## src/rtl/instruction_fetch_ctrl_if.sv

```systemverilog
// -----------------------------------------------------------------------------
// instruction_fetch_ctrl_if
//   Bundles the fetch controller's bus-side signals: the instruction memory
//   port, the redirect/halt controls from the PC/branch logic, and the
//   valid/ready handshake towards decode.
//
//   Signals
//     imem_sel        fetch byte address to instruction memory
//     imem_data       instruction word at imem_sel (same cycle)
//     redirect_valid  branch/jump taken this cycle
//     redirect_pc     redirect target byte address
//     halt            level; suspends fetching
//     out_valid       queue head valid
//     out_instr       head instruction (0 when not valid)
//     out_pc          head PC (0 when not valid)
//     out_ready       decode accepts the head entry
//     fault           sticky misaligned-redirect flag
//
//   Modports
//     master  the fetch controller itself
//     slave   the surroundings (memory, branch logic, decode)
// -----------------------------------------------------------------------------
interface instruction_fetch_ctrl_if;
    logic [31:0] imem_sel;
    logic [31:0] imem_data;
    logic        redirect_valid;
    logic [31:0] redirect_pc;
    logic        halt;
    logic        out_valid;
    logic [31:0] out_instr;
    logic [31:0] out_pc;
    logic        out_ready;
    logic        fault;

    modport master (
        output imem_sel,
        output out_valid,
        output out_instr,
        output out_pc,
        output fault,
        input  imem_data,
        input  redirect_valid,
        input  redirect_pc,
        input  halt,
        input  out_ready
    );

    modport slave (
        input  imem_sel,
        input  out_valid,
        input  out_instr,
        input  out_pc,
        input  fault,
        output imem_data,
        output redirect_valid,
        output redirect_pc,
        output halt,
        output out_ready
    );
endinterface

```

## src/rtl/instruction_fetch_ctrl.sv

```systemverilog
// -----------------------------------------------------------------------------
// instruction_fetch_ctrl
//   Owns the fetch PC, addresses the combinational instruction memory and
//   queues fetched {pc, instr} pairs in order for the decode stage. Taken
//   branches/jumps flush the queue and reload the PC; halt stops fetching
//   while the queue keeps draining.
//
//   Parameters
//     RESET_PC    fetch address after reset (word aligned)
//     FIFO_DEPTH  queue entries (power of two, >= 2)
//
//   Ports
//     clk    rising-edge clock
//     reset  synchronous, active-high reset
//     bus    instruction_fetch_ctrl_if.master (memory, redirect, decode)
//
//   Build option
//     IFETCH_ALIGN_CHECK_EN  when defined, a redirect to a non-word-aligned
//                            target raises fault and parks the fetcher in
//                            FAULT until reset. When undefined, fault is 0
//                            and the target's low two bits are cleared.
// -----------------------------------------------------------------------------
module instruction_fetch_ctrl #(
    parameter logic [31:0] RESET_PC   = 32'd0,
    parameter int          FIFO_DEPTH = 2
) (
    input  logic                      clk,
    input  logic                      reset,
    instruction_fetch_ctrl_if.master  bus
);

    localparam int              PTR_W     = $clog2(FIFO_DEPTH);
    localparam logic [PTR_W:0]  DEPTH_CNT = (PTR_W + 1)'(FIFO_DEPTH);

    typedef enum logic [1:0] {
        FETCH = 2'd0,
        HALT  = 2'd1,
        FAULT = 2'd2
    } state_t;

    state_t             state_q, state_d;
    logic [31:0]        fetch_pc_q, fetch_pc_d;
    logic [PTR_W-1:0]   head_q, tail_q;
    logic [PTR_W:0]     count_q;
    logic [31:0]        pc_mem    [FIFO_DEPTH];
    logic [31:0]        instr_mem [FIFO_DEPTH];

    logic               head_valid;
    logic               push;
    logic               pop;
    logic               flush;
    logic               misaligned;
    logic [31:0]        aligned_target;

    assign head_valid    = (count_q != '0);
    assign pop           = head_valid & bus.out_ready;
    assign bus.imem_sel  = fetch_pc_q;
    assign bus.out_valid = head_valid;
    assign bus.out_pc    = head_valid ? pc_mem[head_q]    : 32'd0;
    assign bus.out_instr = head_valid ? instr_mem[head_q] : 32'd0;

    // Without the alignment check the low bits are simply dropped.
    assign aligned_target = bus.redirect_pc & 32'hFFFF_FFFC;

`ifdef IFETCH_ALIGN_CHECK_EN
    assign misaligned = (bus.redirect_pc[1:0] != 2'b00);
    assign bus.fault  = (state_q == FAULT);
`else
    assign misaligned = 1'b0;
    assign bus.fault  = 1'b0;
`endif

    // NOTE: every signal written here gets a default first, so no path
    // through the case can leave one unassigned and infer a latch.
    always_comb begin
        state_d    = state_q;
        fetch_pc_d = fetch_pc_q;
        push       = 1'b0;
        flush      = 1'b0;

        case (state_q)
            FETCH, HALT: begin
                if (bus.redirect_valid) begin
                    // Redirect beats push and halt; a same-cycle pop has
                    // already been handed to decode and stays delivered.
                    flush = 1'b1;
                    if (misaligned) begin
                        state_d = FAULT;
                    end else begin
                        fetch_pc_d = aligned_target;
                        state_d    = bus.halt ? HALT : FETCH;
                    end
                end else begin
                    // A pop frees the head slot this cycle, so a full queue
                    // can still accept a new entry (one instr per cycle).
                    if (state_q == FETCH && (count_q < DEPTH_CNT || pop)) begin
                        push       = 1'b1;
                        fetch_pc_d = fetch_pc_q + 32'd4;
                    end
                    state_d = bus.halt ? HALT : FETCH;
                end
            end
            FAULT: begin
                // Parked until reset; keep the queue empty.
                flush = 1'b1;
            end
            default: begin
                state_d = FETCH;
            end
        endcase
    end

    // NOTE: sequential state uses non-blocking assignments so every register
    // samples the pre-edge values regardless of statement order.
    always_ff @(posedge clk) begin
        if (reset) begin
            state_q    <= FETCH;
            fetch_pc_q <= RESET_PC;
            head_q     <= '0;
            tail_q     <= '0;
            count_q    <= '0;
        end else begin
            state_q    <= state_d;
            fetch_pc_q <= fetch_pc_d;
            if (flush) begin
                head_q  <= '0;
                tail_q  <= '0;
                count_q <= '0;
            end else begin
                if (pop)  head_q <= head_q + 1'b1;
                if (push) tail_q <= tail_q + 1'b1;
                case ({push, pop})
                    2'b10:   count_q <= count_q + 1'b1;
                    2'b01:   count_q <= count_q - 1'b1;
                    default: count_q <= count_q;
                endcase
            end
        end
    end

    // NOTE: the entry storage is not reset; count_q gates every read, so
    // stale contents are never visible and the array stays plain RAM.
    always_ff @(posedge clk) begin
        if (push) begin
            pc_mem[tail_q]    <= fetch_pc_q;
            instr_mem[tail_q] <= bus.imem_data;
        end
    end

endmodule

```

## src/flat_wrapper.sv

```systemverilog
// flat-port wrapper written by rule: the top's interface ports become plain ports
module instruction_fetch_ctrl_flat 
#(
    parameter logic [31:0] RESET_PC   = 32'd0,
    parameter int          FIFO_DEPTH = 2
)
  (clk, reset, bus_imem_sel, bus_out_valid, bus_out_instr, bus_out_pc, bus_fault, bus_imem_data, bus_redirect_valid, bus_redirect_pc, bus_halt, bus_out_ready);
  instruction_fetch_ctrl_if bus_i ();
  input  logic clk;
  input  logic reset;
  output wire logic [$bits(bus_i.imem_sel)-1:0] bus_imem_sel;
  output wire logic [$bits(bus_i.out_valid)-1:0] bus_out_valid;
  output wire logic [$bits(bus_i.out_instr)-1:0] bus_out_instr;
  output wire logic [$bits(bus_i.out_pc)-1:0] bus_out_pc;
  output wire logic [$bits(bus_i.fault)-1:0] bus_fault;
  input wire logic [$bits(bus_i.imem_data)-1:0] bus_imem_data;
  input wire logic [$bits(bus_i.redirect_valid)-1:0] bus_redirect_valid;
  input wire logic [$bits(bus_i.redirect_pc)-1:0] bus_redirect_pc;
  input wire logic [$bits(bus_i.halt)-1:0] bus_halt;
  input wire logic [$bits(bus_i.out_ready)-1:0] bus_out_ready;
  assign bus_imem_sel = bus_i.imem_sel;
  assign bus_out_valid = bus_i.out_valid;
  assign bus_out_instr = bus_i.out_instr;
  assign bus_out_pc = bus_i.out_pc;
  assign bus_fault = bus_i.fault;
  assign bus_i.imem_data = bus_imem_data;
  assign bus_i.redirect_valid = bus_redirect_valid;
  assign bus_i.redirect_pc = bus_redirect_pc;
  assign bus_i.halt = bus_halt;
  assign bus_i.out_ready = bus_out_ready;
  instruction_fetch_ctrl #(.RESET_PC(RESET_PC), .FIFO_DEPTH(FIFO_DEPTH)) u_core (.clk(clk), .reset(reset), .bus(bus_i));
endmodule
```

## config.mk

```make
export PLATFORM = sky130hd
export DESIGN_NAME = instruction_fetch_ctrl_flat
export DESIGN_NICKNAME = d
export VERILOG_FILES = /design/src/rtl/instruction_fetch_ctrl_if.sv /design/src/rtl/instruction_fetch_ctrl.sv /design/src/flat_wrapper.sv
export SDC_FILE = /design/constraint.sdc
export NUM_CORES = 1
export LEC_CHECK = 0
export ABC_CLOCK_PERIOD_IN_PS = 4500
export BUFFER_PORTS_ARGS = -buffer_cell sky130_fd_sc_hd__buf_2
export CORE_UTILIZATION = 50
export DETAILED_ROUTE_END_ITERATION = 10
export PLACE_DENSITY_LB_ADDON = 0.1
export SYNTH_ARGS = -nofsm -noshare
export SYNTH_HDL_FRONTEND = slang
export SYNTH_SLANG_ARGS = --single-unit
export TNS_END_PERCENT = 30
```

## constraint.sdc

```tcl
create_clock -name clk -period 4.5 [get_ports clk]
set_input_delay 0.225 -clock clk [delete_from_list [all_inputs] [get_ports clk]]
set_output_delay 0.225 -clock clk [all_outputs]
set_load 0.02 [all_outputs]
```

### Yosys cells after proc, flatten, opt, wreduce, memory -nomap -nowiden

Memory sizes are Yosys's and may differ from the RTL's. A register that Yosys moved wholly into a read port is not among the register bits.
Cells that the tools add are included.

| storage, ports and cells | value |
|---|---|
| memories kept | 2 |
| bits in writable memories | 128 |
| logic and storage cells | 45 |
| output and inout bits | 98 |
| ROM bits | 0 |
| latch bits | 0 |
| flip-flop bits (word level) | 38 |

| operators by class | value |
|---|---|
| $add $sub $neg | 5 |
| shift-type cells | 0 |
| $mul | 0 |
| bitwise operators | 1 |
| mux-type cells | 18 |
| magnitude comparators | 1 |
| div/mod/pow operators | 0 |
| reduce and logical (&&, ||, !) cells | 9 |
| equal/unequal tests | 4 |

Memory list:

| memory | depth | bits a word | rd ports | clocked after Yosys merged registers in | write ports | line | source |
|---|---|---|---|---|---|---|---|
| u_core.instr_mem | 2 | 32 | 1 | 1 | 1 | instruction_fetch_ctrl.sv:46 | `logic [31:0] instr_mem [FIFO_DEPTH];` |
| u_core.pc_mem | 2 | 32 | 1 | 1 | 1 | instruction_fetch_ctrl.sv:45 | `logic [31:0] pc_mem [FIFO_DEPTH];` |

Operators by type and width:

| kind | count |
|---|---|
| 32-bit 2-to-1 mux | 4 |
| 32-bit by 3-bit adder with 32-bit output (second input constant) | 1 |
| 1-bit 2-to-1 mux | 11 |
| 2-bit one-hot mux with 2 select lines | 2 |
| 2-bit nonzero test | 3 |
| 2-bit by 1-bit equality test with 1-bit output (second input constant) | 2 |
| 2-bit equality test (second input constant) | 2 |
| 2-bit OR reduction | 2 |
| 1-bit adder (second input constant) | 2 |
| 2-bit by 1-bit adder with 2-bit output (second input constant) | 1 |
| 2-bit zero test | 1 |
| 2-bit < comparator (second input constant) | 1 |
| 1-bit one-hot mux with 2 select lines | 1 |
| 2-bit AND reduction | 1 |
| 2-bit by 1-bit subtractor with 2-bit output (second input constant) | 1 |
| 1-bit bitwise AND | 1 |
| 1-bit logical AND | 1 |
| 1-bit logical OR | 1 |

### Logic depth before layout (Yosys ltp)

Gate-level depths: netlist (run 1).

| logic depth | value |
|---|---|
| depth in word-level cells | 9 |
| depth in mapped cells | 8 |
| depth with buffers taken out | 7 |

### Worst setup path before layout (run 1)

Ideal clock, no wire load.

| timing | value |
|---|---|
| kind | register -> register |
| start | register u_core.count_q[1] |
| end | memory u_core.instr_mem[0][0], enable pin |
| period minus slack after synthesis | 4.034 ns |
| path slack | 0.466 ns |
| arrival | 3.552 ns |
| setup time | 0.482 ns |
| cell stages (with the launch flop) | 6 |
| buffers on the path | 1 |
| path through | dfxtp_1 > nor2b_4 > buf_6 > nor2_1 > nand2_1 > nor2_1 |

| between the ends | value |
|---|---|
| longest elaborated chain between the ends | 9 |

RTL lines:

| item | line | source |
|---|---|---|
| start, declared | instruction_fetch_ctrl.sv:44 | `logic [PTR_W:0] count_q;` |
| start signal, assigned | instruction_fetch_ctrl.sv:133 | `2'b10: count_q <= count_q + 1'b1;` |
| start signal, assigned | instruction_fetch_ctrl.sv:134 | `2'b01: count_q <= count_q - 1'b1;` |
| start signal, assigned | instruction_fetch_ctrl.sv:135 | `default: count_q <= count_q;` |
| 2-bit nonzero test | instruction_fetch_ctrl.sv:55 | `assign head_valid = (count_q != '0);` |
| 1-bit bitwise AND | instruction_fetch_ctrl.sv:56 | `assign pop = head_valid & bus.out_ready;` |
| 1-bit logical OR (*) | instruction_fetch_ctrl.sv:96 | `if (state_q == FETCH && (count_q < DEPTH_CNT \|\| pop)) begin` |
| 1-bit logical AND (*) | instruction_fetch_ctrl.sv:96 |  |
| 1-bit 2-to-1 mux (*) | instruction_fetch_ctrl.sv:96 |  |
| 1-bit 2-to-1 mux (*) | instruction_fetch_ctrl.sv:83 | `if (bus.redirect_valid) begin` |
| 1-bit 2-to-1 mux (*) | instruction_fetch_ctrl.sv:81 | `case (state_q)` |
| 1-bit 2-to-1 mux (*) | instruction_fetch_ctrl.sv:144 | `if (push) begin` |
| 1-bit 2-to-1 mux (not written as such) (*) | instruction_fetch_ctrl.sv:146 | `instr_mem[tail_q] <= bus.imem_data;` |
| end, declared | instruction_fetch_ctrl.sv:46 |  |

Mark *: on every way between the ends. The rest lies on a longest branch, timed or not.

### Worst setup path in the final report (run 1)

| timing | value |
|---|---|
| start | register u_core.count_q[1] |
| end | memory u_core.instr_mem[1][20], enable pin |

The elaborated chain is that of the path after synthesis.

==> impl_metrics.json, run 1 <==
{
  "viasPerCell": 5.17,
  "final_common_cell": "buf_2",
  "critical_path_arrival_ns": 2.55,
  "highest_layer": "met5",
  "path_cells": "nor2b_4 -> nor2_1 -> and3_2 -> buf_4",
  "grt_max_degree": 64,
  "cp-end-kind": "flip-flop",
  "clkLatencyLatePin_ns": 0.42,
  "crit_slowest_cell": "and3_2",
  "yosysTopAreaCellShare": 0.558,
  "worst-path-stages": 4,
  "dp_hpwl_mm": 9.02,
  "fill_cells": 1009,
  "initial_core_util": 0.520,
  "startpoint_type": "flip-flop",
  "met2_length_mm": 7.26,
  "fp.coreArea_um2": 12800,
  "tightest_slew_ns": 1.11,
  "place.gp.congestion": 0.802,
  "p_seq_frac": 0.487,
  "grt_remaining_overflow": 0,
  "path_delay_family": "simple AND/OR/NAND/NOR gates",
  "cts_max_level": 4,
  "postLayoutSetupSlackWorst_ns": 2.05,
  "hp-class": "in2reg",
  "dieArea_um2": 13800,
  "grt_pass1_vias": 4500,
  "p_per_area_nw_per_um2": 418,
  "cts_setup_buffers": 0,
  "dieWidth_um": 118,
  "worstSetupPathType": "reg2reg",
  "cts_buffers": 17,
  "synth_cells": 497,
  "fin_crit_ns": 2.45,
  "cp_max_fo": 35,
  "min_period_over_period": 0.545,
  "wire_per_inst_um": 16.4,
  "synth_top_area_cell": "edfxtp_1",
  "outcome": "complete, no violations",
  "rows": 41,
  "pwr-share-comb": 0.090,
  "cp.buffers_inverters": 1,
  "grt_antenna_before_repair": 1,
  "seq_area_frac_synth": 0.666,
  "clock-sinks": 160,
  "p_sw_mw": 0.792,
  "peakVddDrop_mv": 0.228,
  "tns_ns": 0,
  "nets": 755,
  "wirelength_mm": 14.2,
  "fmax_mhz": 408,
  "grtUsageTotal": 0.216,
  "ant_nets": 0,
  "max_cap_violations": 0,
  "swShare": 0.222,
  "clkTransAtPathRegs_ns": 0.06,
  "ys_seq_elements": 160,
  "reg2regPathDepth": 4,
  "layout-drive-gt1-share": 0.301,
  "syn_to_final_growth_pct": 28.0,
  "route.met3.wl_um": 657,
  "mappedNetlistArea_um2": 6670,
  "p_leak_nw": 3.24,
  "grt_pass1_wl_mm": 23.1,
  "skew_ns": 0.00681,
  "cts_tree": "yes",
  "place_ws_ns": 1.73,
  "setup_viol": 0,
  "drtIter0Drc": 271,
  "num_vias": 4496,
  "die_h_um": 118,
  "finalMaxSlewViolations": 0,
  "final_cell_mix": "buf_2 (159), edfxtp_1 (124), nor2_1 (95), mux2i_1 (64), dfxtp_1 (35)",
  "drc": 0,
  "whs_path_depth": 2,
  "yosys-top-cells-area": "edfxtp_1 (56%), dfxtp_1 (11%), mux2i_1 (9.6%)",
  "crit_required_ns": 4.60,
  "crit_path_max_incr_delay_ns": 0.86,
  "p_clk_frac": 0.424,
  "slew_headroom": 0.259,
  "syn_area_per_cell_um2": 13.4,
  "cts_buffer_depth": 2,
  "ys_warn_count": 0,
  "diodes": 0,
  "port_buffers": 159,
  "drtPass1Iterations": 4,
  "clock-root-buffer": "clkbuf_16",
  "hold_slack_ns": 0.0570,
  "intPower_mw": 2.78,
  "hold_viol": 0,
  "ioPinCount": 167,
  "rsz0062_at_grt": "false",
  "wl_met1_mm": 6.16,
  "ys_types": 44
}
## logic make-up after synthesis
family / Yosys count / synth area share
buf+inv: 35 / 0.0253
compound gates: 38 / 0.0420
flops: 160 / 0.666
simple gates: 167 / 0.127
other cells: 1 / 0.000562
mux: 64 / 0.0960
fa+ha+maj: 2 / 0.00375
xor+xnor: 30 / 0.0394
## routing by layer
metal | vias up | GRT usage
met5 | - | 0
met1 | 2173 | 0.268
met2 | 123 | 0.373
met3 | 14 | 0.0504
met4 | 2 | 0.0729
li1 | 2184 | -
## stage by stage
| step | power [mW] | area (um2) | std cells | util |
|---|---|---|---|---|
| floorplan | 1.95 | 6690 | 501 | - |
| finish | 3.57 | 8540 | 869 | 0.666 |
| global placement | 2.06 | 7590 | 805 | 0.592 |
| global route | 3.70 | 8540 | 869 | 0.666 |
| CTS | 3.59 | 8540 | 869 | 0.666 |
| detailed placement | 2.07 | 7590 | 805 | 0.592 |
## flip-flops by register name, indices dropped and copies added (netlist names), named ones only
register             count
u_core.instr_mem        64
u_core.pc_mem           60
u_core.bus.imem_sel     30
u_core.count_q           2
u_core.head_q            1
u_core.state_q           1
u_core.tail_q            1
## power by group through the flow
stage | Sequential, mW | Clock, mW | Combinational (mW)
final | 1.74 | 1.51 | 0.320
after floorplan | 1.77 | 0 | 0.173
after global routing | 1.75 | 1.60 | 0.348
after global placement | 1.76 | 0 | 0.294
after CTS | 1.74 | 1.53 | 0.323
after detailed placement | 1.77 | 0 | 0.300
## final timing paths
kind / startpoint / to / slack (ns)
worst min-delay path: bus_halt / u_core.state_q[0] / 0.06
worst max-delay path: u_core.count_q[1] / u_core.instr_mem[1][20] / 2.05
worst min register to register: u_core.head_q / flip-flop / 0.51
worst max register to register: u_core.count_q[1] / u_core.instr_mem[1][20] / 2.05
## cell type report
| type | instances | area, um2 | area share |
|---|---|---|---|
| Multi-Input combinational cell | 306 | 2090 | 0.245 |
| Sequential cell | 160 | 4450 | 0.521 |
| Inverter | 4 | 15.0 | 0.00176 |
| Clock buffer | 19 | 433 | 0.0507 |
| Clock inverter | 13 | 193 | 0.0226 |
| Tap cell | 172 | 215 | 0.0252 |
| Timing Repair Buffer | 195 | 1150 | 0.134 |
## synthesized netlist by cell type
| cell type | number |
|---|---|
| and3_1 | 4 |
| o21bai_1 | 1 |
| o211ai_1 | 1 |
| o21a_1 | 2 |
| o311ai_0 | 1 |
| a311oi_1 | 2 |
| buf_1 | 6 |
| clkbuf_1 | 17 |
| buf_4 | 6 |
| and4_1 | 5 |
| ha_1 | 2 |
| xor2_1 | 18 |
| a21oi_1 | 4 |
| inv_1 | 3 |
| or2_0 | 1 |
| nand3_1 | 12 |
| o31a_1 | 1 |
| nor3_2 | 1 |
| nor2b_1 | 1 |
| nor4_4 | 1 |
| inv_2 | 1 |
| and4_4 | 1 |
| nand3_4 | 1 |
| conb_1 | 1 |
| and2_1 | 4 |
| nor2_1 | 97 |
| nor3_1 | 3 |
| a211oi_1 | 20 |
| nor4_1 | 1 |
| nand4_2 | 1 |
| buf_6 | 2 |
| a211oi_2 | 2 |
| nand4_1 | 8 |
| mux2i_1 | 64 |
| nand2b_1 | 1 |
| or3_1 | 4 |
| nand2_1 | 14 |
| o21ai_0 | 4 |
| edfxtp_1 | 124 |
| nor2b_4 | 1 |
| xnor2_1 | 12 |
| or3_4 | 1 |
| nor4_2 | 5 |
| dfxtp_1 | 36 |
## repair_timing
| item | in CTS | in global routing |
|---|---|---|
| hold buffers | 32 | 0 |
| setup endpoints to repair | 0 | 0 |
| hold endpoints to repair | 64 | 0 |
| gates resized for setup | 0 | 0 |
## worst register-to-register path, cell delays in order (launching register included)
cell	delay [ns]
dfxtp_1	0.35
nor2b_4	0.18
nor2_1	0.36
and3_2	0.86
buf_4	0.39
(Power assumes the default switching activity.)
==> run 2: changes to the inputs <==
- ABC_CLOCK_PERIOD_IN_PS: 4500 -> 2200
- CORE_UTILIZATION: 50 -> 48
- clock period: 4.5 -> 2.2 ns (I/O delays scaled with it)
==> impl_metrics.json, run 2 (synthesis gave the netlist of run 1 again) <==
{
  "skew_ns": 0.00847,
  "rsz0062_at_grt": "false",
  "syn_to_final_growth_pct": 33.0,
  "grt_pass1_vias": 4493,
  "fin_crit_ns": 1.98,
  "largest-register": "u_core.instr_mem",
  "finalMaxSlewViolations": 0,
  "cts_tree": "yes",
  "rows": 42,
  "fmax_mhz": 506,
  "p_leak_nw": 3.39,
  "drtIter0Drc": 347,
  "wl_met1_mm": 6.33,
  "grt_remaining_overflow": 0,
  "hold_viol": 0,
  "route.met3.wl_um": 822,
  "p_per_area_nw_per_um2": 815,
  "diodes": 0,
  "cts_setup_buffers": 0,
  "min_period_over_period": 0.899,
  "dp_hpwl_mm": 9.13,
  "final_cell_mix": "buf_2 (159), edfxtp_1 (124), nor2_1 (94), mux2i_1 (64), dlygate4sd3_1 (56)",
  "cts.repair.resized": 0,
  "largest_register_ff_count": 64,
  "met2_length_mm": 7.17,
  "setup_viol": 0,
  "viasPerCell": 5.11,
  "fill_cells": 1032,
  "num_vias": 4633,
  "startpoint_type": "flip-flop",
  "initial_core_util": 0.498,
  "ioPinCount": 167,
  "die_h_um": 120,
  "highest_layer": "met4",
  "dieArea_um2": 14400,
  "final_common_cell": "buf_2",
  "drtPass1Iterations": 4,
  "tns_ns": 0,
  "grtUsageTotal": 0.210,
  "slew_headroom": 0.530,
  "drc": 0,
  "cp-end-kind": "primary output",
  "outcome": "complete, no violations",
  "cts_buffers": 17,
  "clock-sinks": 160,
  "layout-drive-gt1-share": 0.300,
  "grt_antenna_before_repair": 0,
  "cp_max_fo": 62,
  "final_area_um2": 8870,
  "grt_max_degree": 63,
  "cts_max_level": 4,
  "tightest_slew_ns": 0.705,
  "seq_area_um2": 4450,
  "wire_per_inst_um": 16.1,
  "cts_buffer_depth": 2,
  "clock-root-buffer": "clkbuf_16",
  "grt_pass1_wl_mm": 22.8,
  "wirelength_mm": 14.6,
  "worstSetupPathType": "reg2out",
  "port_buffers": 159,
  "max_cap_violations": 0,
  "clkTransAtPathRegs_ns": 0.06,
  "hp-class": "in2reg",
  "place.gp.congestion": 0.767,
  "dieWidth_um": 120,
  "ant_nets": 0,
  "place_area_um2": 7710,
  "peakVddDrop_mv": 0.570,
  "crit_required_ns": 2.09,
  "multi_input_area_um2": 2100,
  "fp.coreArea_um2": 13400,
  "clkLatencyLatePin_ns": 0.42,
  "nets": 788,
  "critical_path_arrival_ns": 1.87
}
run 2: final cells by class:
cell class | instances | share of cell area
clock buffer | 18 | 0.0484
clock inverter | 14 | 0.0193
inverter | 4 | 0.00169
multi-input combinational | 306 | 0.236
sequential | 160 | 0.501
tap | 176 | 0.0248
timing repair buffer | 228 | 0.168
run 2: where the power goes:
group	switching [mW]	leakage [nW]	total, mW	internal [mW]
sequential	0.104	1.46	3.54	3.43
clock	1.10	0.293	2.98	1.87
combinational	0.424	1.64	0.723	0.299
run 2: final timing paths:
| kind | startpoint | to | slack [ns] | cells past startpoint |
|---|---|---|---|---|
| setup / recovery | u_core.count_q[1] | bus_out_pc[11] | 0.22 | 4 |
| hold reg to reg | u_core.head_q | flip-flop | 0.53 | 2 |
| setup reg to reg | u_core.bus.imem_sel[3] | u_core.bus.imem_sel[16] | 0.26 | 6 |
| hold / removal | bus_redirect_pc[14] | u_core.bus.imem_sel[14] | 0.008 | 3 |
run 2: routing by layer:
metal  vias up  track usage
met5         -            0
met4         0       0.0789
met3        25       0.0594
met2       162        0.338
met1      2194        0.269
li1       2252            -
run 2: through the flow:
step                      hold slack [ns]  worst slack (ns)  utilization  cells  total power [mW]
after floorplan                     0.209            0.0289            -    501              3.98
after global placement              0.298             0.325        0.575    818              4.23
after detailed placement            0.302             0.265        0.575    818              4.25
after CTS                         0.00517             0.194        0.662    906              7.29
after global routing              0.00383             0.106        0.662    906              7.51
final                             0.00809             0.222        0.662    906              7.23
run 2: critical path, stage by stage, from the launching register on:
cell and delay (ns):
dfxtp_1 0.36, nor2_4 0.12, buf_4 0.56, nor2_1 0.17, buf_2 0.20
run 2: repair_timing:
item / in CTS / in global routing
endpoints found under the setup margin: 0 / 0
hold endpoints to repair: 88 / 0
hold buffers: 56 / 0
